## src/rtl/cpu_pkg.sv

```systemverilog
// cpu_pkg: shared constants and types for the CPU core and its debug streaming path.
package cpu_pkg;
    localparam int BIT_WIDTH = 8;
    localparam int DEBUG_BYTES = 32;
    localparam logic [BIT_WIDTH-1:0] DEBUG_SYNC_BYTE = 8'hA5;
    typedef enum logic [1:0] {IDLE, SEND, CKSUM} debug_stream_state_t;
endpackage

```

## src/rtl/debug_frame_streamer.sv

```systemverilog
// debug_frame_streamer: snapshots the debug vector on capture and streams it as
// sync byte, payload bytes and XOR checksum over a valid/ready byte interface.
module debug_frame_streamer #(
    parameter int DEBUG_BYTES = cpu_pkg::DEBUG_BYTES,
    parameter logic [7:0] SYNC_BYTE = cpu_pkg::DEBUG_SYNC_BYTE
) (
    input  logic                            clk,
    input  logic                            nreset,
    input  logic [8:DEBUG_BYTES*8-1]        debug_port_vector,
    input  logic                            capture,
    output logic [cpu_pkg::BIT_WIDTH-1:0]   tx_data,
    output logic                            tx_valid,
    input  logic                            tx_ready,
    output logic                            busy,
    output logic [7:0]                      overrun_count
);
    import cpu_pkg::*;

    localparam int IW = $clog2(DEBUG_BYTES);

    debug_stream_state_t      state;
    logic [8:DEBUG_BYTES*8-1] snapshot;
    logic [IW-1:0]            index;
    logic [7:0]               checksum;

    // Byte k occupies bits k*8 (MSB) .. k*8+7 of the ascending-range vector.
    function automatic logic [7:0] pick(input logic [8:DEBUG_BYTES*8-1] v, input logic [IW-1:0] i);
        return v[{i, 3'b000} +: 8];
    endfunction

    assign tx_valid = state != IDLE;
    assign busy     = state != IDLE;
    assign tx_data  = state == CKSUM ? checksum :
                      state == SEND  ? (index == '0 ? SYNC_BYTE : pick(snapshot, index)) : 8'h00;

    always_ff @(posedge clk or negedge nreset) begin
        if (!nreset) begin
            state         <= IDLE;
            snapshot      <= '0;
            index         <= '0;
            checksum      <= '0;
            overrun_count <= '0;
        end else begin
            if (capture && state != IDLE && overrun_count != 8'hFF)
                overrun_count <= overrun_count + 8'd1;
            case (state)
                IDLE: if (capture) begin
                    snapshot <= debug_port_vector;
                    index    <= '0;
                    checksum <= '0;
                    state    <= SEND;
                end
                SEND: if (tx_ready) begin
                    checksum <= checksum ^ tx_data;
                    if (index == IW'(DEBUG_BYTES - 1))
                        state <= CKSUM;
                    else
                        index <= index + 1'b1;
                end
                CKSUM: if (tx_ready) state <= IDLE;
                default: state <= IDLE;
            endcase
        end
    end
endmodule

```

## config.mk

```make
export PLATFORM = sky130hd
export DESIGN_NAME = debug_frame_streamer
export DESIGN_NICKNAME = d
export VERILOG_FILES = /design/src/rtl/cpu_pkg.sv /design/src/rtl/debug_frame_streamer.sv
export SDC_FILE = /design/constraint.sdc
export NUM_CORES = 1
export LEC_CHECK = 0
export ABC_AREA = 1
export CORE_MARGIN = 5
export CORE_UTILIZATION = 40
export DETAILED_ROUTE_END_ITERATION = 8
export PLACE_DENSITY_LB_ADDON = 0.05
export SYNTH_ARGS = -nofsm -noshare
export SYNTH_HDL_FRONTEND = slang
export SYNTH_SLANG_ARGS = --single-unit
```

## constraint.sdc

```tcl
create_clock -name clk -period 2.28 [get_ports clk]
set_input_delay 0.456 -clock clk [delete_from_list [all_inputs] [get_ports clk]]
set_output_delay 0.456 -clock clk [all_outputs]
set_load 0.05 [all_outputs]
```

# After elaboration in Yosys (flattened, before gate mapping)

Index checks and enable logic that the tools add are counted.

Add/subtract/negate cells: 2
Multiply operators: 0
Divide/modulo/power cells: 0
$lt $le $gt $ge: 0
Equal/unequal tests: 9
Shift operators: 1
Multiplexer cells: 15
Bitwise gates (word level): 2
Reductions and logical operators: 10

Operator list:

| operator              | count |
|---|---|
| $shiftx A248 B9 Y257  | 1 |
| $mux W8               | 5 |
| $pmux W8 S2           | 1 |
| $mux W5               | 3 |
| $pmux W5 S2           | 1 |
| $not A8 Y9            | 1 |
| $add A8 B1 Y8 const B | 1 |
| $mux W2               | 4 |
| $ne A2 B2 Y1 const B  | 4 |
| $ne A8 B8 Y1 const B  | 1 |
| $reduce_and A4 Y1     | 2 |
| $xor A8 B8 Y8         | 1 |
| $pmux W2 S3           | 1 |
| $add A5 B1 Y5 const B | 1 |
| $eq A5 B5 Y1 const B  | 1 |
| $logic_not A5 Y1      | 1 |
| $reduce_bool A2 Y1    | 2 |
| $reduce_and A3 Y1     | 1 |
| $eq A2 B1 Y1 const B  | 1 |
| $eq A2 B2 Y1 const B  | 1 |
| $logic_and A1 B1 Y1   | 2 |
| $logic_not A2 Y1      | 1 |
| $ne A2 B1 Y1 const B  | 1 |
| $reduce_and A2 Y1     | 1 |

Register bits after elaboration: 271
Bits in latches: 0
Memory bits (writable): 0
ROM bits: 0
Input port bits: 252
Output and inout port bits: 18
Logic and storage cells: 44
Memories kept: 0

# Logic depth before layout (Yosys ltp)

Depth after elaboration: 8
Gate-level depth with buffers: 16
Mapped depth without buffers: 13

# Worst setup path after synthesis

OpenSTA, ideal clock, no wires.

Path type: register to output
From: reg index[0]
To: out tx_data[2] (netlist name)
Arrival: 1.708 ns
Required time: 1.824 ns
Slack: 0.116 ns
Stages on the path, launching flop included: 12
Path buffers: 3
Cell sequence: dfrtp_1 -> buf_6 -> inv_4 -> buf_6 -> buf_4 -> ha_1 -> nand2_1 -> nand2_1 -> a21oi_1 -> nand2_1 -> nand3_1 -> nand2_1

Word-level cells in the longest chain between the ends: 5
Elaborated cells on any way between the ends: 6
Those cells by class: 1 x shift; 3 x mux; 1 x bitwise; 1 x reduce/logical

Ends and longest elaborated chain:

| item                             | line                       | source |
|---|---|---|
| start, declared                  | debug_frame_streamer.sv:23 | `logic [IW-1:0] index;` |
| start signal, assigned           | debug_frame_streamer.sv:58 | `index <= index + 1'b1;` |
| $not A8 Y9 (implied by the code) | debug_frame_streamer.sv:28 | `return v[{i, 3'b000} +: 8];` |
| $shiftx A248 B9 Y257             | debug_frame_streamer.sv:28 |  |
| $mux W8 (*) (2 in a row)         | debug_frame_streamer.sv:34 | `state == SEND ? (index == '0 ? SYNC_BYTE : pick(snapshot, index)) : 8'h00;` |
| $mux W8 (*)                      | debug_frame_streamer.sv:33 | `assign tx_data = state == CKSUM ? checksum :` |
| end, declared                    | debug_frame_streamer.sv:11 | `output logic [cpu_pkg::BIT_WIDTH-1:0] tx_data,` |

Mark *: on every way between the ends. The rest lies on a longest branch, timed or not.

# Final worst setup path

From: reg index[0]
To: out tx_data[5] (netlist name)

The elaborated chain is that of the path after synthesis.

==> results.py <==
metrics = {
    "run_status": {
        "outcome": "finished, violations left",
        "violations": "negative setup slack",
    },
    "clock_network": {
        "cts_tree": "built",
        "cts.sinks": 271,
        "numCtsBuffers": 30,
        "clockBufferDepth": 3,
        "cts_root_buffer": "clkbuf_16",
        "clock_latency_ps": 560,
        "clkTransAtPathRegs_ps": 70,
        "h-tree-depth": 1,
    },
    "critical_path": {
        "reg2reg_depth": 12,
        "start_kind": "flip-flop",
        "critical_path_class": "reg2out",
        "r2r_start": "index[0]",
        "required_ps": 1820,
        "cp_max_fo": 8,
        "crit_start": "index[0]",
        "r2r-end": "index[0]",
        "rrSetupSlack_ps": 80,
        "worstSetupEndpointType": "output pin",
        "arrival_ps": 2410,
        "cp-endpoint": "tx_data[5]",
    },
    "routing": {
        "num_vias": 12300,
        "viasPerCell": 4.85,
        "drtIter0Drc": 936,
        "route.detailed.drc": 0,
        "ant_nets": 0,
        "drt_wl_total_mm": 43.1,
        "post_drt_wl_per_cell_microns": 17.0,
        "drtPass1Iterations": 5,
    },
    "power_and_ir_drop": {
        "peakVddDrop_mv": 0.827,
        "fin_total_pwr_mw": 25.7,
        "powerDensity_nw_per_um2": 1380,
        "power_leakage_nw": 9.10,
    },
    "yosys": {
        "ys_types": 25,
        "ys_warn_count": 0,
        "avgSynthCellArea_sq_um": 7.36,
        "ys_seq_area_share_pct": 51.6,
        "ys_ff_latch": 271,
        "netlist_instances": 1784,
        "synth_area_leaders": "dfrtp_1 (52%), nand2_1 (25%), nor2_1 (4.0%), o21ai_0 (4.0%), nand3_1 (3.7%)",
        "yosysTopAreaCell": "dfrtp_1",
        "syn_nets": 2040,
        "synth_top_cell_area_share_pct": 51.6,
        "syn_area_sq_um": 13100,
    },
    "sta": {
        "finalSetupViolCount": 8,
        "tightest_slew_ps": 518,
        "hold_slack_ps": 436,
        "final_hold_viol_count": 0,
        "finClkSkew_ps": 21.5,
        "rsz0062_at_grt": "true",
        "clock.fmax_mhz": 350,
        "drv_slew": 0,
        "max_slew_margin_pct": 65.5,
        "tns_ps": -4350,
        "setup_ws_ps": -581,
        "fin_crit_ps": 2860,
        "period_share_pct": 125,
    },
    "floorplan": {
        "die_h_microns": 191,
        "core.rowCount": 66,
        "core_sq_um": 32500,
        "die_w_microns": 191,
        "start_util_pct": 40.5,
        "ios": 270,
        "dieArea_sq_um": 36500,
    },
    "cells_and_area": {
        "diodes": 0,
        "instances_no_fill": 2532,
        "fin_nets": 2325,
        "drive_gt1_share_pct": 13.3,
        "fillerInstances": 3079,
        "layout_commonest_cell": "nand2_1",
        "synthToLayoutAreaGrowth_pct": 41.7,
        "layout_common_cells": "nand2_1 (831), dfrtp_1 (269), clkdlybuf4s50_1 (255)",
    },
    "place": {
        "gp_congestion": 0.888,
        "hpwl_mm": 30.1,
        "dp_cells": 2451,
        "portBuffers": 269,
    },
    "grt": {
        "grt_first_pass_wirelength_mm": 67.5,
        "grt_pass1_vias": 12300,
        "grt_remaining_overflow": 0,
        "grtUsageTotal_pct": 23.2,
        "antenna_found_initial": 3,
        "grt_max_degree": 64,
    },
    "hold_path": {
        "worstHoldPathType": "in2reg",
    },
    "run": {
        "cap_viol_max_count": 0,
    },
}
cell usage after synthesis:
library cell and instances:
nor2_2 2, a21oi_2 1, buf_2 22, nor2_4 3
nand2_2 7, dfrtp_1 271, buf_6 14, clkinv_1 1
o21ai_0 104, buf_4 16, nand2_1 870, inv_4 1
xnor2_1 6, nand4_1 4, a21oi_1 42, ha_1 4
nand3_1 97, inv_1 100, inv_2 3, buf_1 1
nor2_1 139, o21ai_1 26, mux2_2 1, clkbuf_1 48
xor2_1 1
worst max-delay path: stages, from the launching register on:
cell and delay (ps):
dfrtp_4 550, clkinv_8 130, buf_12 170, nor2_4 120, buf_12 140, buf_6 90, nand2_2 30, nand2_1 50
nand2_1 40, nand2_1 60, nor2_1 50, nand2_1 80, nand3_2 70, nand2_2 110, buf_12 140
what timing repair did:
action                     4_1_cts  5_1_grt
resized for setup               64       98
buffers inserted                 8       10
cloned                           7        3
pin swaps                       26       55
setup endpoints to repair        9       16
hold endpoints to repair        48        0
hold buffers                     1        0
where the power goes:
group | total, mW | leakage (nW) | switching (mW) | internal, mW
Combinational | 12.4 | 5.26 | 7.19 | 5.23
Sequential | 8.53 | 3.36 | 1.34 | 7.19
Clock | 4.75 | 0.487 | 1.95 | 2.80
Total | 25.7 | 9.10 | 10.5 | 15.2
routing by layer:
metal	global-route usage (%)	vias up	share of wire, %
li1	-	6073	-
met1	34.0	5748	47
met2	36.2	397	45
met3	4.05	59	6.2
met4	5.28	6	2.3
met5	0	-	0.077
metrics by stage:
| step | setup slack [ps] | utilization, % | instance area [sq um] |
|---|---|---|---|
| finish | -581 | 57.3 | 18600 |
| global placement | -4.06 | 51.4 | 16700 |
| floorplan | 116 | - | 13100 |
| global route | -674 | 57.3 | 18600 |
| CTS | -585 | 55.9 | 18100 |
| detailed placement | -19.8 | 51.4 | 16700 |
area by class of cell:
cell class | count | area (sq um) | area share, %
Timing Repair Buffer | 354 | 4030 | 21.7
Inverter | 105 | 413 | 2.22
Clock inverter | 11 | 82.6 | 0.444
Tap cell | 442 | 553 | 2.97
Sequential cell | 271 | 6790 | 36.5
Clock buffer | 42 | 887 | 4.77
Multi-Input combinational cell | 1307 | 5840 | 31.4
worst min path at each step:
stage / slack (ps) / cells past startpoint / endpoint / start
final: 440 / 3 / snapshot[63] / debug_port_vector[63]
after global routing: 430 / 3 / snapshot[228] / debug_port_vector[228]
after CTS: 420 / 3 / snapshot[75] / debug_port_vector[75]
after detailed placement: 440 / 1 / snapshot[147] / nreset
after global placement: 440 / 1 / snapshot[129] / nreset
after floorplan: 160 / 0 / checksum[0] / nreset
sequential cells by signal, summed over array words and instances (netlist names):
register and flops:
snapshot 248, checksum 8, overrun_count 8, index 5, state 2
logic make-up after synthesis:
| group | synth area share [%] |
|---|---|
| muxes | 0.0858 |
| adders and majority gates | 0.381 |
| xor gates and xnor gates | 0.467 |
| AOI/OAI and AO/OA | 6.62 |
| and+or+nand+nor | 33.4 |
| DFF | 51.6 |
| buffers and inverters | 7.38 |
Note: power is estimated with default switching activity, not from simulation.
==> variant 1, RTL diff (same settings) <==
The package constant `DEBUG_BYTES` goes from 32 to 16.
--- a/src/rtl/cpu_pkg.sv
+++ b/src/rtl/cpu_pkg.sv
@@ -3,3 +3,3 @@
     localparam int BIT_WIDTH = 8;
-    localparam int DEBUG_BYTES = 32;
+    localparam int DEBUG_BYTES = 16;
     localparam logic [BIT_WIDTH-1:0] DEBUG_SYNC_BYTE = 8'hA5;
Interface: changed (resized debug_port_vector); port bits go from 270 to 142. No check against the original RTL was run, so the function may have changed too.
==> variant 1 against the original RTL <==
Worst setup slack gained 0.38 ns. Sequential cell count decreased by 129. Synthesized area is 46% lower. Clock skew shrank 0.014 ns. Critical path depth decreased by 4. Register-to-register slack better by 0.35 ns. Sequential power is 51% lower. Non-clock buffer count decreased by 177. Final area down 47%. The run still ends with setup timing left. Count of clock-buffer cells in the layout is 22 lower. Wire length is 55% lower. Power shrank 50%.
==> variant 1: results (changes against the original RTL) <==
Detailed routing
  • M1 WL: 9170 um (was 20,200 um)
  • Wire per inst: 14.4 um (was 17.0 um)
  • 1st-iter DRT viols: 407 (was 936)
  • Highest routed layer: met4 (was met5)

Pwr
  • Total power: 12,900 uW (was 25,700 uW)
  • VDD IR-drop max: 0.000755 V (was 0.000827 V)
  • Leakage: 0.00482 uW (was 0.00910 uW)
  • Combinational share of power: 44.6% (was 48.3%)

Worst setup path
  • R2R depth: 14 (was 12)
  • Crit-path max FO: 6 (was 8)
  • Cell family with most CP delay: simple AND/OR/NAND/NOR gates (was buffers and inverters)
  • Worst EP arrival: 2.02 ns (was 2.41 ns)
  • Max stage delay cell, worst path: dfrtp_2 (was dfrtp_4)

Final layout
  • Fraction of area in registers: 36.1% (was 36.5%)
  • Non-CTS inverters: 109 (was 105)
  • Layout cells sized above 1: 12.9% (was 13.3%)
  • Clk tree area frac: 6.41% (was 5.21%)
  • Buffers excl. clock: 177 (was 354)
  • Multi-input gate share of total cell area: 30.6% (was 31.4%)
  • Non-clk buf share: 19.8% (was 21.7%)
  • Filler cells: 1,662 (was 3,079)
  • #MultiIn Comb: 658 (was 1,307)
  • Clock buf count: 20 (was 42)
  • FFs & Latches: 142 (was 271)

Logic synthesis
  • Commonest cells in the netlist: nand2_1, dfrtp_1, inv_1 (was nand2_1, dfrtp_1, nor2_1)
  • Sequential fraction of the synthesis area: 49.8% (was 51.6%)
  • Post-Syn Nets: 1,087 (was 2,040)
  • Unique masters post-synth: 31 (was 25)

GRT
  • All-layer global routing usage: 19.2% (was 23.2%)
  • Met3 usage: 4.46% (was 4.05%)
  • GR Util met1: 26.8% (was 34.0%)
  • Met2 track demand over resource: 30.6% (was 36.2%)
  • First-pass GRT wire length: 31,300 um (was 67,500 um)

STA
  • Fin Setup TNS: -1.40 ns (was -4.35 ns)
  • Slew HR: 63.5% (was 65.5%)
  • Final setup fails: 8 (unchanged)
  • Final worst slack: -0.198 ns (was -0.581 ns)

Placement
  • HPWL after DPL: 13,500 um (was 30,100 um)
  • Port buffer count: 141 (was 269)

Min path
  • Hold crit path type: input pin to async pin (was input pin to flop)

Clock network
  • # resized after CTS: 39 (was 64)
  • Skew-Pair Late Insertion Delay: 0.42 ns (was 0.56 ns)
  • H-tree depth: 4 (was 1)

Status
  • Failing checks: setup timing (unchanged)
  • Status: finished, violations left (unchanged)
==> variant 1: cell count changes in the layout (fill, tap and decap cells not counted), sizes merged, moves of 3 or more <==
cell	delta
clkdlybuf4s50	-125
bufinv	+3
nand2	-455
o21ai	-36
clkinv	-9
clkinvlp	+3
dfrtp	-129
nor2	-105
inv	+8
buf	-49
a21oi	-33
clkbuf	-23
nand3	-22
==> variant 1: stage by stage <==
stage	cell area (um2)	instances	utilization, %	setup slack (ns)	hold WS (ns)
detailed placement	8810	1297	50.6	0.179	0.464
CTS	9730	1340	55.9	-0.204	0.0158
floorplan	7140	960	-	0.353	0.160
finish	9860	1343	56.6	-0.198	0.00757
global route	9860	1343	56.6	-0.315	0.0321
global placement	8810	1297	50.6	0.208	0.463
==> variant 1: final timing paths <==
path	from	endpoint
setup / recovery	index[0]$_DFFE_PN0P_	tx_data[1]
hold / removal	nreset	snapshot[127]$_DFFE_PN0P_
setup reg to reg	index[0]$_DFFE_PN0P_	checksum[1]$_DFFE_PN0P_
hold reg to reg	snapshot[11]$_DFFE_PN0P_	snapshot[11]$_DFFE_PN0P_
max in group asynchronous	nreset	snapshot[42]$_DFFE_PN0P_
min in group clk	snapshot[11]$_DFFE_PN0P_	snapshot[11]$_DFFE_PN0P_
==> variant 1: cells by family (layout without fill, tap and decap cells) <==
family / after synthesis / count (layout) / synth area share [%]
AO/OA/AOI/OAI: 106 / 106 / 7.53
XOR/XNOR: 7 / 7 / 0.859
adder cells (fa/ha/maj): 3 / 3 / 0.526
buffers and inverters: 160 / 318 / 10.4
flip-flops: 142 / 142 / 49.8
multiplexers: 1 / 1 / 0.158
AND/OR/NAND/NOR: 541 / 541 / 30.8
==> variant 2, RTL diff (same settings) <==
Without the edit above. Make the reset (`nreset`) synchronous in one clocked block.
--- a/src/rtl/debug_frame_streamer.sv
+++ b/src/rtl/debug_frame_streamer.sv
@@ -35,3 +35,3 @@
 
-    always_ff @(posedge clk or negedge nreset) begin
+    always_ff @(posedge clk) begin
         if (!nreset) begin
Behaviour: differs if nreset is asserted again (counterexample within 4 cycles, from zero or initial values and one cycle with nreset low); with nreset held inactive, the same outputs for 4 cycles.
==> variant 2 against the original RTL <==
The run still ends with setup timing left. Final area fell by 6.3%. Via count rose by 3.0%. Wire length rose by 2.4%. Count of clock-buffer cells in the layout did not move. Core utilization barely moved. Largest cell class is now multi-input combinational cells. Synthesized area fell by 6.8%. Worst setup slack improved by 0.079 ns. Sequential cell count did not move.
Power is not compared: it rests on default switching activity, and its combinational part moved more than twofold at a synthesized area within 25%.
==> variant 2: results (changes against the original RTL) <==
Status
  • Status: finished, violations left (unchanged)
  • Failing checks: setup timing (unchanged)

Logic synthesis
  • Sequential fraction of the synthesis area: 44.3% (was 51.6%)
  • Post-Syn Nets: 2,086 (was 2,040)
  • Synth area leaders: dfxtp_1, o21ai_0, nor2_1 (was dfrtp_1, nand2_1, nor2_1)
  • Unique masters post-synth: 30 (was 25)

Final layout
  • N_diodes: 1 (was 0)
  • Layout cells sized above 1: 11.8% (was 13.3%)
  • Non-clk buf share: 22.4% (was 21.7%)
  • # nets final: 2,346 (was 2,325)
  • Buffers excl. clock: 358 (was 354)
  • Footprint of the multi-input gates: 5980 um2 (was 5840 um2)
  • Register Area: 5440 um2 (was 6790 um2)
  • Non-CTS inverters: 161 (was 105)

GRT
  • Initial antenna violation count: 2 (was 3)
  • GR Util met1: 34.3% (was 34.0%)
  • First-pass GRT wire length: 66,500 um (was 67,500 um)
  • Met2 track demand over resource: 39.6% (was 36.2%)
  • Vias in the first global route: 12,081 (was 12,297)
  • Met3 usage: 4.10% (was 4.05%)

Detailed routing
  • Routed wire length on met3: 2970 um (was 2690 um)
  • Metal2 WL: 20,400 um (was 19,200 um)
  • M1 WL: 19,900 um (was 20,200 um)
  • Drt via density: 5.05 (was 4.85)
  • Post-Route WL: 44,100 um (was 43,100 um)
  • 1st-iter DRT viols: 1,097 (was 936)

STA
  • Skew final: 0.0107 ns (was 0.0215 ns)
  • Final setup fails: 8 (unchanged)
  • Final worst slack: -0.502 ns (was -0.581 ns)
  • Fin Setup TNS: -3.63 ns (was -4.35 ns)
  • Worst Hold Margin: 0.278 ns (was 0.436 ns)
  • Slew @ Worst Pin: 0.584 ns (was 0.518 ns)

Min path
  • Hold-critical path endpoint: snapshot[52]$_SDFFE_PN0P_ (was snapshot[63]$_DFFE_PN0P_)

Floorplan
  • Die area: 34,200 um2 (was 36,500 um2)

Worst setup path
  • Worst EP arrival: 2.33 ns (was 2.41 ns)
  • Worst Setup SP: index[0]$_SDFFE_PN0P_ (was index[0]$_DFFE_PN0P_)
  • Slack of the worst reg-to-reg path: 0.15 ns (was 0.08 ns)
  • Reg2reg end: checksum[6]$_SDFFE_PN0P_ (was index[0]$_DFFE_PN0P_)

Clock network
  • CTS buffer count: 29 (was 30)
[variant 2: cell types whose count changed after synthesis, moves of 113 or more]
| cell | before | now |
|---|---|---|
| nand2_1 | 870 | 301 |
| nor2_1 | 139 | 369 |
| dfxtp_1 | 0 | 271 |
| a21oi_1 | 42 | 155 |
| o21ai_0 | 104 | 288 |
| dfrtp_1 | 271 | 0 |
[variant 2: cell families after synthesis]
group | after synthesis | share of synthesized area (%)
flip-flops | 271 | 44.3
AO/OA/AOI/OAI | 470 | 19.5
buffers and inverters | 290 | 9.88
adder cells (fa/ha/maj) | 4 | 0.409
AND/OR/NAND/NOR | 795 | 25.8
[variant 2: critical path: stages, from the launching register on]
cell     delay [ns]
dfxtp_4        0.38
buf_12         0.15
buf_8          0.13
buf_4          0.14
nand2_1        0.07
nand3_1        0.08
nand2_1        0.10
nand2_1        0.10
nand2_1        0.07
inv_1          0.06
nand3_1        0.10
nand3_2        0.12
nand2_2        0.11
buf_12         0.14
[variant 2: metrics by stage]
stage,instances,worst slack [ns]
floorplan,1830,0.174
global placement,2430,-0.160
detailed placement,2430,-0.153
CTS,2491,-0.486
global route,2506,-0.566
finish,2507,-0.502
[variant 2: power groups by stage]
stage	Clock [uW]	Combinational, uW	Sequential (uW)
2_1_floorplan	0	1020	5320
3_3_place_gp	0	1920	5360
3_5_place_dp	0	1930	5360
4_1_cts	5050	2000	5260
5_1_grt	5270	2300	5300
6_report	4970	2090	5270
[variant 2: repair_timing]
action / 4_1_cts / 5_1_grt
resized for setup: 51 / 87
pin swaps: 7 / 56
setup buffers: 7 / 13
hold buffers: 0 / 0
gates cloned: 3 / 3
setup endpoints to repair: 11 / 10
